File: config.mk
export PLATFORM = sky130hd
export DESIGN_NAME = uart_tx
export DESIGN_NICKNAME = d
export VERILOG_FILES = /design/src/rtl/uart_tx.sv
export SDC_FILE = /design/constraint.sdc
export NUM_CORES = 1
export LEC_CHECK = 0
export BUFFER_PORTS_ARGS = -buffer_cell sky130_fd_sc_hd__buf_2
export CORE_ASPECT_RATIO = 1.4
export CORE_UTILIZATION = 40
export CTS_BUF_LIST = sky130_fd_sc_hd__clkbuf_4 sky130_fd_sc_hd__clkbuf_8
export DETAILED_ROUTE_END_ITERATION = 10
export GPL_TIMING_DRIVEN = 0
export SLEW_MARGIN = 20
export SYNTH_ARGS = -nofsm -noshare
export SYNTH_HDL_FRONTEND = slang
export SYNTH_SLANG_ARGS = --single-unit
File: constraint.sdc
create_clock -name clk -period 3.7 [get_ports clk]
set_input_delay 0.185 -clock clk [delete_from_list [all_inputs] [get_ports clk]]
set_output_delay 0.185 -clock clk [all_outputs]
set_load 0.02 [all_outputs]
File: src/rtl/uart_tx.sv
// 8N1 UART transmitter with a small byte FIFO in front of the serializer.
// Define UART_TX_PARITY_EN to insert an even-parity bit between data and stop (8E1).
module uart_tx #(
  parameter int DELAY_FRAMES    = 234,
  parameter int FIFO_DEPTH_LOG2 = 2
) (
  input  logic       clk,
  input  logic       resetN,
  input  logic [7:0] dataOut,
  input  logic       dataValid,
  output logic       txReady,
  output logic       fifoEmpty,
  output logic       txBusy,
  output logic       uartTx
);

  localparam int DEPTH = 1 << FIFO_DEPTH_LOG2;
  localparam int CW    = FIFO_DEPTH_LOG2 + 1;
  localparam logic [CW-1:0]              COUNT_FULL = CW'(DEPTH);
  localparam logic [CW-1:0]              COUNT_ONE  = CW'(1);
  localparam logic [FIFO_DEPTH_LOG2-1:0] PTR_ONE    = FIFO_DEPTH_LOG2'(1);
  localparam logic [12:0]                BAUD_LAST  = 13'(DELAY_FRAMES);

`ifdef UART_TX_PARITY_EN
  typedef enum logic [2:0] {
    IDLE      = 3'd0,
    START_BIT = 3'd1,
    DATA      = 3'd2,
    PARITY    = 3'd3,
    STOP_BIT  = 3'd4
  } txState_t;
`else
  typedef enum logic [2:0] {
    IDLE      = 3'd0,
    START_BIT = 3'd1,
    DATA      = 3'd2,
    STOP_BIT  = 3'd3
  } txState_t;
`endif

  // ---------------- FIFO ----------------
  logic [7:0]                 fifoMem [DEPTH];
  logic [FIFO_DEPTH_LOG2-1:0] wrPtrReg;
  logic [FIFO_DEPTH_LOG2-1:0] rdPtrReg;
  logic [CW-1:0]              countReg;
  logic [CW-1:0]              countNext;
  logic                       txReadyReg;
  logic                       fifoEmptyReg;
  logic                       push;
  logic                       popReq;
  logic [7:0]                 fifoHead;

  // Acceptance uses the registered full flag, so a pop in the same cycle cannot admit a write.
  assign push     = dataValid && txReadyReg;
  assign fifoHead = fifoMem[rdPtrReg];

  always_ff @(posedge clk) begin
    if (push) begin
      fifoMem[wrPtrReg] <= dataOut;
    end
  end

  always_comb begin
    countNext = countReg;
    if (push && !popReq) begin
      countNext = countReg + COUNT_ONE;
    end else if (!push && popReq) begin
      countNext = countReg - COUNT_ONE;
    end
  end

  always_ff @(posedge clk or negedge resetN) begin
    if (!resetN) begin
      wrPtrReg     <= '0;
      rdPtrReg     <= '0;
      countReg     <= '0;
      txReadyReg   <= 1'b1;
      fifoEmptyReg <= 1'b1;
    end else begin
      if (push) begin
        wrPtrReg <= wrPtrReg + PTR_ONE;
      end
      if (popReq) begin
        rdPtrReg <= rdPtrReg + PTR_ONE;
      end
      countReg     <= countNext;
      txReadyReg   <= (countNext != COUNT_FULL);
      fifoEmptyReg <= (countNext == '0);
    end
  end

  // ---------------- Serializer ----------------
  txState_t    stateReg;
  txState_t    stateNext;
  logic [12:0] baudCntReg;
  logic [12:0] baudCntNext;
  logic [2:0]  bitCntReg;
  logic [2:0]  bitCntNext;
  logic [7:0]  shiftDataReg;
  logic [7:0]  shiftDataNext;
  logic        uartTxReg;
  logic        uartTxNext;
  logic        baudDone;
`ifdef UART_TX_PARITY_EN
  logic        parityReg;
  logic        parityNext;
`endif

  assign baudDone = (baudCntReg == BAUD_LAST);

  always_ff @(posedge clk or negedge resetN) begin
    if (!resetN) begin
      stateReg     <= IDLE;
      baudCntReg   <= '0;
      bitCntReg    <= '0;
      shiftDataReg <= '0;
      uartTxReg    <= 1'b1;
`ifdef UART_TX_PARITY_EN
      parityReg    <= 1'b0;
`endif
    end else begin
      stateReg     <= stateNext;
      baudCntReg   <= baudCntNext;
      bitCntReg    <= bitCntNext;
      shiftDataReg <= shiftDataNext;
      uartTxReg    <= uartTxNext;
`ifdef UART_TX_PARITY_EN
      parityReg    <= parityNext;
`endif
    end
  end

  always_comb begin
    stateNext     = stateReg;
    baudCntNext   = baudCntReg;
    bitCntNext    = bitCntReg;
    shiftDataNext = shiftDataReg;
    uartTxNext    = uartTxReg;
    popReq        = 1'b0;
`ifdef UART_TX_PARITY_EN
    parityNext    = parityReg;
`endif

    case (stateReg)
      IDLE: begin
        uartTxNext  = 1'b1;
        baudCntNext = '0;
        bitCntNext  = '0;
        popReq      = !fifoEmptyReg;
      end

      START_BIT: begin
        if (baudDone) begin
          uartTxNext  = shiftDataReg[0];
          baudCntNext = 13'd1;
          bitCntNext  = '0;
          stateNext   = DATA;
        end else begin
          baudCntNext = baudCntReg + 13'd1;
        end
      end

      DATA: begin
        if (baudDone) begin
          baudCntNext = 13'd1;
          if (bitCntReg == 3'd7) begin
`ifdef UART_TX_PARITY_EN
            uartTxNext = parityReg;
            stateNext  = PARITY;
`else
            uartTxNext = 1'b1;
            stateNext  = STOP_BIT;
`endif
          end else begin
            shiftDataNext = {1'b0, shiftDataReg[7:1]};
            uartTxNext    = shiftDataReg[1];
            bitCntNext    = bitCntReg + 3'd1;
          end
        end else begin
          baudCntNext = baudCntReg + 13'd1;
        end
      end

`ifdef UART_TX_PARITY_EN
      PARITY: begin
        if (baudDone) begin
          uartTxNext  = 1'b1;
          baudCntNext = 13'd1;
          stateNext   = STOP_BIT;
        end else begin
          baudCntNext = baudCntReg + 13'd1;
        end
      end
`endif

      STOP_BIT: begin
        if (baudDone) begin
          // A queued byte starts on the very next edge so frames stay contiguous.
          if (!fifoEmptyReg) begin
            popReq = 1'b1;
          end else begin
            stateNext   = IDLE;
            baudCntNext = '0;
          end
        end else begin
          baudCntNext = baudCntReg + 13'd1;
        end
      end

      default: begin
        stateNext   = IDLE;
        uartTxNext  = 1'b1;
        baudCntNext = '0;
      end
    endcase

    if (popReq) begin
      shiftDataNext = fifoHead;
      uartTxNext    = 1'b0;
      baudCntNext   = 13'd1;
      bitCntNext    = '0;
      stateNext     = START_BIT;
`ifdef UART_TX_PARITY_EN
      parityNext    = ^fifoHead;
`endif
    end
  end

  assign uartTx    = uartTxReg;
  assign txBusy    = (stateReg != IDLE);
  assign txReady   = txReadyReg;
  assign fifoEmpty = fifoEmptyReg;

endmodule

==> reports/metrics.sh, run 1 <==
WORST_SETUP_PATH_START_KIND='flip-flop'
PORT_BUFFERS=14
ENDPOINT_OF_THE_WORST_REGISTER_TO_REGISTER_PATH='baudCntReg[12]'
MINIMUM_CLOCK_PERIOD_AFTER_LAYOUT_PS=2110
DETAIL_ROUTE.FIRST_PASS.ITERATIONS=4
WL_PER_CELL_UM=15.2
P_LEAK_nW=1.55
FINALCOREUTILIZATION_PCT=47.3
SETUP_VIOL_COUNT_FINAL=0
WIRELENGTH_UM=5960
CELLINTERNALPOWER_mW=1.86
VIAS=2035
NATURE_OF_THE_CRITICAL_PATH_ENDPOINT='flip-flop'
STD_CELL_ROWS=38
WORST_SKEW_PAIR_LATER_PIN_LATENCY_PS=340
PATH_MAX_FANOUT=10
CTS-HTREE-LEVELS=3
STARTPOINT='stateReg[0]'
ANTENNA_FOUND_INITIAL=0
CLKSLEWWORSTSETUPHOLDPATHS_PS=80
HOLD_VIOL_FINAL=0
FINAL-MAX-SLEW-VIOLATION-COUNT=0
COMBPWRFRAC_PCT=37.4
DIE_H_UM=110
MIN_PERIOD_OVER_PERIOD_PCT=56.9
SYNTH_LARGEST_TYPE_AREA_FRACTION_PCT=29.0
SEQUENTIAL_SHARE_OF_POWER_PCT=39.0
WORSTHOLDPATHCELLS=1
PLACE_INST=374
REPORTED_NET_SWITCHING_POWER_mW=1.03
CTS_SETUP_BUFFERS=0
ROUTE.ANTENNA.REMAINING_NETS=0
FIRST_GLOBAL_VIAS=2128
DETAILED_PLACE_HPWL_UM=4100
WORSTHOLDSTART='dataOut[7]'
TOP_LEVEL_PORTS=15
IRDROPWORSTVDD_mV=0.387
POWER-PER-CELL-AREA_nW_PER_UM2=776
WORST-R2R-SETUP-SLACK_PS=1590
ROUTE.DETAILED.VIAS_PER_INST=5.20
FINISH.CELL_COUNT_WITHOUT_FILLERS=391
MAXSLEWHEADROOM_PCT=43.3
GRT.OVERFLOW.TOTAL=0
CTS-BUFFERS-INSERTED=9
AREA.GROWTH.SYNTH_TO_FINAL_PCT=12.9
TRITONCTS_CLOCK_TREE='done'
YOSYS_WARNINGS=0
DRC=0
CRITPATHKIND='flip-flop to flip-flop'
POWER.SWITCHING_FRACTION_PCT=35.7
COMBINED_AREA_OF_ALL_SYNTHESIZED_CELLS_SQ_UM=3310
DIEAREA_SQ_UM=8640
FINALSETUPTNS_PS=0
ANTENNA_CELLS_INSERTED=0
FIN_WORST_SKEW_PS=10.3
R2R-START='stateReg[0]'
NFILLCELLS=729
GRT_FIRST_PASS_WIRELENGTH_UM=9870
FLOORPLAN.INITIALDENSITY_PCT=41.9
ROOT_BUFFER='sky130_fd_sc_hd__clkbuf_8'
ASYNC_SET_RESET_FLOP_SHARE_OUT_OF_SYNTHESIS_PCT=52.9
RSZ_0062_RAISED_AFTER_GLOBAL_ROUTING='no'
SYNTH_AREA_LEADERS='sky130_fd_sc_hd__edfxtp_1 29%, sky130_fd_sc_hd__dfrtp_1 25%, sky130_fd_sc_hd__ha_1 5.7%, sky130_fd_sc_hd__mux4_2 5.4%, sky130_fd_sc_hd__mux2i_1 2.4%'
YOSYS_MOST_USED_DFF='sky130_fd_sc_hd__dfrtp_1'
SYNTHCELLS=260
CLKSINKCOUNT=68
DIE_W_UM=78.9
MAX_CLOCK_FREQ_MHz=475
MAPPEDNETLISTNETS=286
DRT_FIRST_ITER_VIOLATIONS=106
MIN_PATH_TYPE='primary input to flip-flop'
SYNTH_AREA_LEADER_CELL='sky130_fd_sc_hd__edfxtp_1'
GLOBAL_ROUTE.USAGE.TOTAL_PCT=15.3
YOSYS_REGISTER_BITS=68
PLACE.GP.CONGESTION=0.782
SYNTH_EDF_COUNT=32
CORE_AREA_SQ_UM=7890
WORST-ENDPOINT-REQUIRED_PS=3930
CRIT_ARRIVAL_PS=2340
NUM-NETS-FINAL=312
SYN-MEAN-INSTANCE-AREA_SQ_UM=12.7
TIMING.MAX_CAP.VIOLATIONS=0
SEQUENTIAL_SHARE_OF_THE_SYNTHESIZED_AREA_PCT=56.4
WORST-R2R-CELL-COUNT=8
GRT_START_MAX_NET_PINS=37
OUTCOME='completed'
CLOCKPOWERSHARE_PCT=23.6
HOLD_PATH_END='fifoMem[1][7]'
CTS-ROOT-TO-SINK-BUFFERS=2
NETLIST-CELL-TYPE-COUNT=52
WORST_SLEW_PIN_SLEW_PS=851
DRIVE_GT1_SHARE_PCT=18.9
registers in the layout, summed over array words and instances, names as in the netlist:
register and count:
baudCntReg 13, rdPtrReg 2, wrPtrReg 2, stateReg 2
fifoMem 32, countReg 3, fifoEmpty 1, shiftDataReg 8
bitCntReg 3, uartTx 1, txReady 1
repair_timing:
item | CTS | global route
gates resized for setup | 0 | 0
hold endpoints to repair | 33 | 0
hold buffers | 1 | 0
metal layers:
metal / routed length, um / track usage (%) / share of wire [%] / vias up
met5: 0 / 0 / 0 / -
met4: 55 / 6.10 / 0.92 / 0
met2: 3040 / 27.6 / 51 / 32
met3: 189 / 4.56 / 3.2 / 5
li1: - / - / - / 1006
met1: 2670 / 16.7 / 45 / 992
cell usage after synthesis (3+ instances only):
master,number
sky130_fd_sc_hd__nor2_1,16
sky130_fd_sc_hd__and3_1,8
sky130_fd_sc_hd__and4_1,3
sky130_fd_sc_hd__mux4_2,8
sky130_fd_sc_hd__o21ai_0,12
sky130_fd_sc_hd__nor3b_1,3
sky130_fd_sc_hd__mux2i_1,8
sky130_fd_sc_hd__edfxtp_1,32
sky130_fd_sc_hd__inv_1,10
sky130_fd_sc_hd__buf_2,3
sky130_fd_sc_hd__nand3_1,10
sky130_fd_sc_hd__and2_1,4
sky130_fd_sc_hd__xor2_1,5
sky130_fd_sc_hd__ha_1,15
sky130_fd_sc_hd__dfstp_2,3
sky130_fd_sc_hd__nand2b_1,4
sky130_fd_sc_hd__xnor2_1,9
sky130_fd_sc_hd__nor2b_1,6
sky130_fd_sc_hd__nand4_1,7
sky130_fd_sc_hd__nand2_1,21
sky130_fd_sc_hd__dfrtp_1,33
sky130_fd_sc_hd__a21oi_1,4
stage by stage:
stage | instance area (sq um) | hold slack, ps | power [mW] | worst slack (ps)
4_1_cts | 3740 | 41.5 | 2.94 | 1590
3_3_place_gp | 3500 | 339 | 2.22 | 1600
6_report | 3740 | 49.4 | 2.90 | 1590
5_1_grt | 3740 | 29.2 | 3.11 | 1370
3_5_place_dp | 3500 | 340 | 2.25 | 1600
2_1_floorplan | 3310 | -111 | 1.97 | 1840
final cells by class:
type                            instances  area [sq um]  area share, %
Buffer                                  7          33.8          0.904
Clock buffer                            9           124           3.32
Clock inverter                          7          98.8           2.65
Inverter                               10          37.5           1.00
Sequential cell                        68          1870           49.9
Tap cell                              100           125           3.35
Multi-Input combinational cell        175          1370           36.7
Timing Repair Buffer                   15          80.1           2.14
cell usage in the layout (no fill, tap or decap), types with 3 or more instances in the layout:
master	n
sky130_fd_sc_hd__dfrtp_1	33
sky130_fd_sc_hd__mux2i_1	8
sky130_fd_sc_hd__a21oi_1	4
sky130_fd_sc_hd__nor2b_1	6
sky130_fd_sc_hd__buf_2	17
sky130_fd_sc_hd__nor2_1	16
sky130_fd_sc_hd__and4_1	3
sky130_fd_sc_hd__ha_1	15
sky130_fd_sc_hd__dfstp_2	3
sky130_fd_sc_hd__xnor2_1	9
sky130_fd_sc_hd__and3_1	8
sky130_fd_sc_hd__nand2b_1	4
sky130_fd_sc_hd__nand4_1	7
sky130_fd_sc_hd__inv_1	10
sky130_fd_sc_hd__mux4_2	8
sky130_fd_sc_hd__clkbuf_8	9
sky130_fd_sc_hd__and2_1	4
sky130_fd_sc_hd__edfxtp_1	32
sky130_fd_sc_hd__xor2_1	5
sky130_fd_sc_hd__o21ai_0	12
sky130_fd_sc_hd__nand2_1	21
sky130_fd_sc_hd__nor3b_1	3
sky130_fd_sc_hd__nand3_1	10
logic make-up (layout without fill, tap and decap cells):
group,count (synthesis),count (layout),share of synthesized area (%)
AOI/OAI and AO/OA,33,33,7.07
xor gates and xnor gates,14,14,3.71
adders and majority gates,15,15,5.67
buffers and inverters,17,48,2.16
DFF,68,68,56.4
muxes,17,17,8.21
and+or+nand+nor,96,96,16.8
worst max-delay path: stages, from the launching register on:
cell	delay [ps]
sky130_fd_sc_hd__dfrtp_1	420
sky130_fd_sc_hd__inv_1	120
sky130_fd_sc_hd__ha_1	240
sky130_fd_sc_hd__nor2b_1	350
sky130_fd_sc_hd__nor3b_1	90
sky130_fd_sc_hd__o21ai_0	350
sky130_fd_sc_hd__and2_1	210
sky130_fd_sc_hd__buf_4	180
sky130_fd_sc_hd__nor2_1	60
power groups by stage:
stage / Clock [mW] / Combinational, mW / Sequential [mW]
finish: 0.686 / 1.08 / 1.13
global placement: 0 / 1.09 / 1.14
global route: 0.728 / 1.22 / 1.15
floorplan: 0 / 0.842 / 1.13
detailed placement: 0 / 1.10 / 1.15
CTS: 0.696 / 1.11 / 1.13
how the worst max path moves through the flow:
| stage | cells past startpoint | slack, ps | end |
|---|---|---|---|
| after floorplan | 7 | 1840 | fifoEmpty |
| after global placement | 8 | 1600 | baudCntReg[12] |
| after detailed placement | 8 | 1600 | baudCntReg[12] |
| after CTS | 8 | 1590 | baudCntReg[6] |
| after global routing | 8 | 1370 | baudCntReg[12] |
| final | 8 | 1590 | baudCntReg[12] |
(Power assumes the default switching activity.)
==> run 2, diff against run 1 <==
==> constraint.sdc (replaced) <==
create_clock -name clk -period 2.1 [get_ports clk]
set_input_delay 0.105 -clock clk [delete_from_list [all_inputs] [get_ports clk]]
set_output_delay 0.105 -clock clk [all_outputs]
set_load 0.02 [all_outputs]
==> reports/metrics.sh, run 2 (same netlist as run 1, synthesis figures left out) <==
MAX_CLOCK_FREQ_MHz=502  # +5.8%
SEQCELLAREA_SQ_UM=1870  # about the same
POST-PLACE-WS_PS=0.538  # -1600 ps
FIN_WORST_SKEW_PS=11.2  # +0.836 ps
FINAL_CELL_MIX='32 x sky130_fd_sc_hd__dfrtp_1, 32 x sky130_fd_sc_hd__edfxtp_1, 20 x sky130_fd_sc_hd__nand2_1'
LARGEST_REG_FLOPS=32  # unchanged
WORST-ENDPOINT-REQUIRED_PS=2330  # -1600 ps
CTS-HTREE-LEVELS=3  # unchanged
WORST_SETUP_PATH_START_KIND='flip-flop'
TIMING.CRITICAL_PATH.SLOWEST_CELL_DELAY_PS=430  # about the same
SETUP_VIOL_COUNT_FINAL=0  # unchanged
STD_CELL_ROWS=38  # unchanged
WORST_PATH_MAX_DELAY_CELL='sky130_fd_sc_hd__dfrtp_2'
LAYOUT_SETUP_WS_PS=109  # -1490 ps
GRT.OVERFLOW.TOTAL=0  # unchanged
CRIT_ARRIVAL_PS=2220  # -120 ps
P_LEAK_nW=1.59  # +2.6%
MULTI_INPUT_GATE_AREA_SQ_UM=1390  # +1.6%
CLKSINKCOUNT=68  # unchanged
NUM-NETS-FINAL=321  # +2.9%
FINAL-MAX-SLEW-VIOLATION-COUNT=0  # unchanged
ANTENNA_FOUND_INITIAL=0  # unchanged
DETAILED_PLACE_HPWL_UM=4100  # unchanged
CP_CELL_SEQUENCE='inv_1, ha_1, and4b_4, and3_1, and2_1, o21ai_1, mux2_2'
MAXSLEWHEADROOM_PCT=43.3  # +0.078 points
DRIVE_GT1_SHARE_PCT=20.3  # +1.4 points
TRITONCTS_CLOCK_TREE='done'
GRT_FIRST_PASS_WIRELENGTH_UM=9960  # +0.84%
CRITPATHKIND='flip-flop to flip-flop'
POWER-PER-CELL-AREA_nW_PER_UM2=1350  # +74%
LARGEST-REGISTER='fifoMem'
LARGESTREGISTERS='fifoMem (32), baudCntReg (13), shiftDataReg (8)'
CTS-BUFFERS-INSERTED=9  # unchanged
WIRELENGTH_UM=6040  # +1.3%
WL_PER_CELL_UM=15.1  # -1.0%
FINALSETUPTNS_PS=0  # unchanged
OUTCOME='completed'
PLACE.GP.CONGESTION=0.782  # unchanged
GLOBAL_ROUTE.USAGE.TOTAL_PCT=15.4  # +0.11 points
CORE_AREA_SQ_UM=7890  # unchanged
DRC=0  # unchanged
DETAIL_ROUTE.FIRST_PASS.ITERATIONS=4  # unchanged
ROUTE.ANTENNA.REMAINING_NETS=0  # unchanged
NATURE_OF_THE_CRITICAL_PATH_ENDPOINT='flip-flop'
MIN_PATH_TYPE='primary input to flip-flop'
DIEAREA_SQ_UM=8640  # unchanged
TIMING.MAX_CAP.VIOLATIONS=0  # unchanged
CTS-ROOT-TO-SINK-BUFFERS=2  # unchanged
ANTENNA_CELLS_INSERTED=0  # unchanged
DRT_FIRST_ITER_VIOLATIONS=101  # -4.7%
AREA.GROWTH.SYNTH_TO_FINAL_PCT=16.5
VIAS=2076  # +2.0%
ROUTE.DETAILED.VIAS_PER_INST=5.19  # -0.28%
PORT_BUFFERS=14  # unchanged
TOP_LEVEL_PORTS=15  # unchanged
ROOT_BUFFER='sky130_fd_sc_hd__clkbuf_8'
IRDROPWORSTVDD_mV=0.690  # +78%
PATH_MAX_FANOUT=7  # -3
GRT_START_MAX_NET_PINS=37  # unchanged
MINIMUM_CLOCK_PERIOD_AFTER_LAYOUT_PS=1990  # -115 ps
DIE_H_UM=110  # unchanged
MIN_PERIOD_OVER_PERIOD_PCT=94.8  # +38 points
WORST_SKEW_PAIR_LATER_PIN_LATENCY_PS=340  # about the same
NFILLCELLS=712  # -2.3%
DIE_W_UM=78.9  # unchanged
FIRST_GLOBAL_VIAS=2166  # +1.8%
FLOORPLAN.INITIALDENSITY_PCT=41.9  # unchanged
WORST_SLEW_PIN_SLEW_PS=850  # -1.17 ps
HOLD_VIOL_FINAL=0  # unchanged
CLKSLEWWORSTSETUPHOLDPATHS_PS=80  # about the same
==> run 2: changes by cell type in the layout (fill, tap and decap cells not counted), moves of 2 or more <==
cell	before	now
sky130_fd_sc_hd__o21ai_0	12	10
sky130_fd_sc_hd__buf_2	17	14
sky130_fd_sc_hd__o21ai_1	1	3
sky130_fd_sc_hd__clkbuf_4	0	3
sky130_fd_sc_hd__dlygate4sd3_1	1	9
==> run 2: repair_timing <==
item | 4_1_cts | 5_1_grt
resized for setup | 1 | 9
endpoints found under the setup margin | 9 | 27
pin swaps | 0 | 2
buffers inserted | 0 | 1
endpoints found under the hold margin | 65 | 0
hold buffers | 9 | 0
==> run 2: worst paths after layout <==
kind | slack, ps | depth (start not counted) | start | endpoint
max | 110 | 7 | baudCntReg[0] | stateReg[1]
min | 270 | 4 | dataValid | countReg[1]
max reg2reg | 110 | 7 | baudCntReg[0] | stateReg[1]
min reg2reg | 540 | 2 | shiftDataReg[7] | shiftDataReg[7]
max in group asynchronous | 1120 | 2 | resetN | baudCntReg[0]
min in group asynchronous | 400 | 2 | resetN | baudCntReg[3]
==> run 2: layer usage <==
metal / global-route usage [%] / routed length [um]
met5: 0 / 0
met2: 28.1 / 3080
met1: 16.7 / 2740
met4: 6.10 / 55
met3: 4.40 / 165
==> run 2: worst max-delay path: cells and delay by family, from the launching register on <==
| family | cells | cell delay, ps |
|---|---|---|
| compound gates | 1 | 210 |
| fa+ha+maj | 1 | 190 |
| buf+inv | 1 | 60 |
| flops | 1 | 430 |
| mux | 1 | 360 |
| simple gates | 3 | 620 |
==> run 2: final cells by class <==
| cell class | instances | share of cell area [%] |
|---|---|---|
| sequential | 68 | 48.4 |
| multi-input combinational | 175 | 36.2 |
| clock buffer | 9 | 3.21 |
| timing repair buffer | 24 | 4.35 |
| inverter | 10 | 0.974 |
| buffer | 7 | 1.07 |
| clock inverter | 7 | 2.56 |
| tap | 100 | 3.25 |
==> run 2: per-stage QoR <==
step / instances / power (mW) / util (%) / hold WS [ps] / cell area [sq um]
5_1_grt: 400 / 5.57 / 48.8 / 322 / 3850
4_1_cts: 399 / 5.19 / 48.4 / 255 / 3820
3_5_place_dp: 374 / 3.97 / 44.4 / 260 / 3500
3_3_place_gp: 374 / 3.92 / 44.4 / 259 / 3500
2_1_floorplan: 260 / 3.47 / - / -191 / 3310
6_report: 400 / 5.20 / 48.8 / 271 / 3850
==> run 2: report_power, final <==
group | leakage (nW) | total, mW | internal, mW | switching (mW)
clock network | 0.110 | 1.21 | 0.675 | 0.536
registers | 0.751 | 2.00 | 1.79 | 0.204
logic | 0.725 | 2.00 | 0.889 | 1.11
total | 1.59 | 5.20 | 3.36 | 1.85
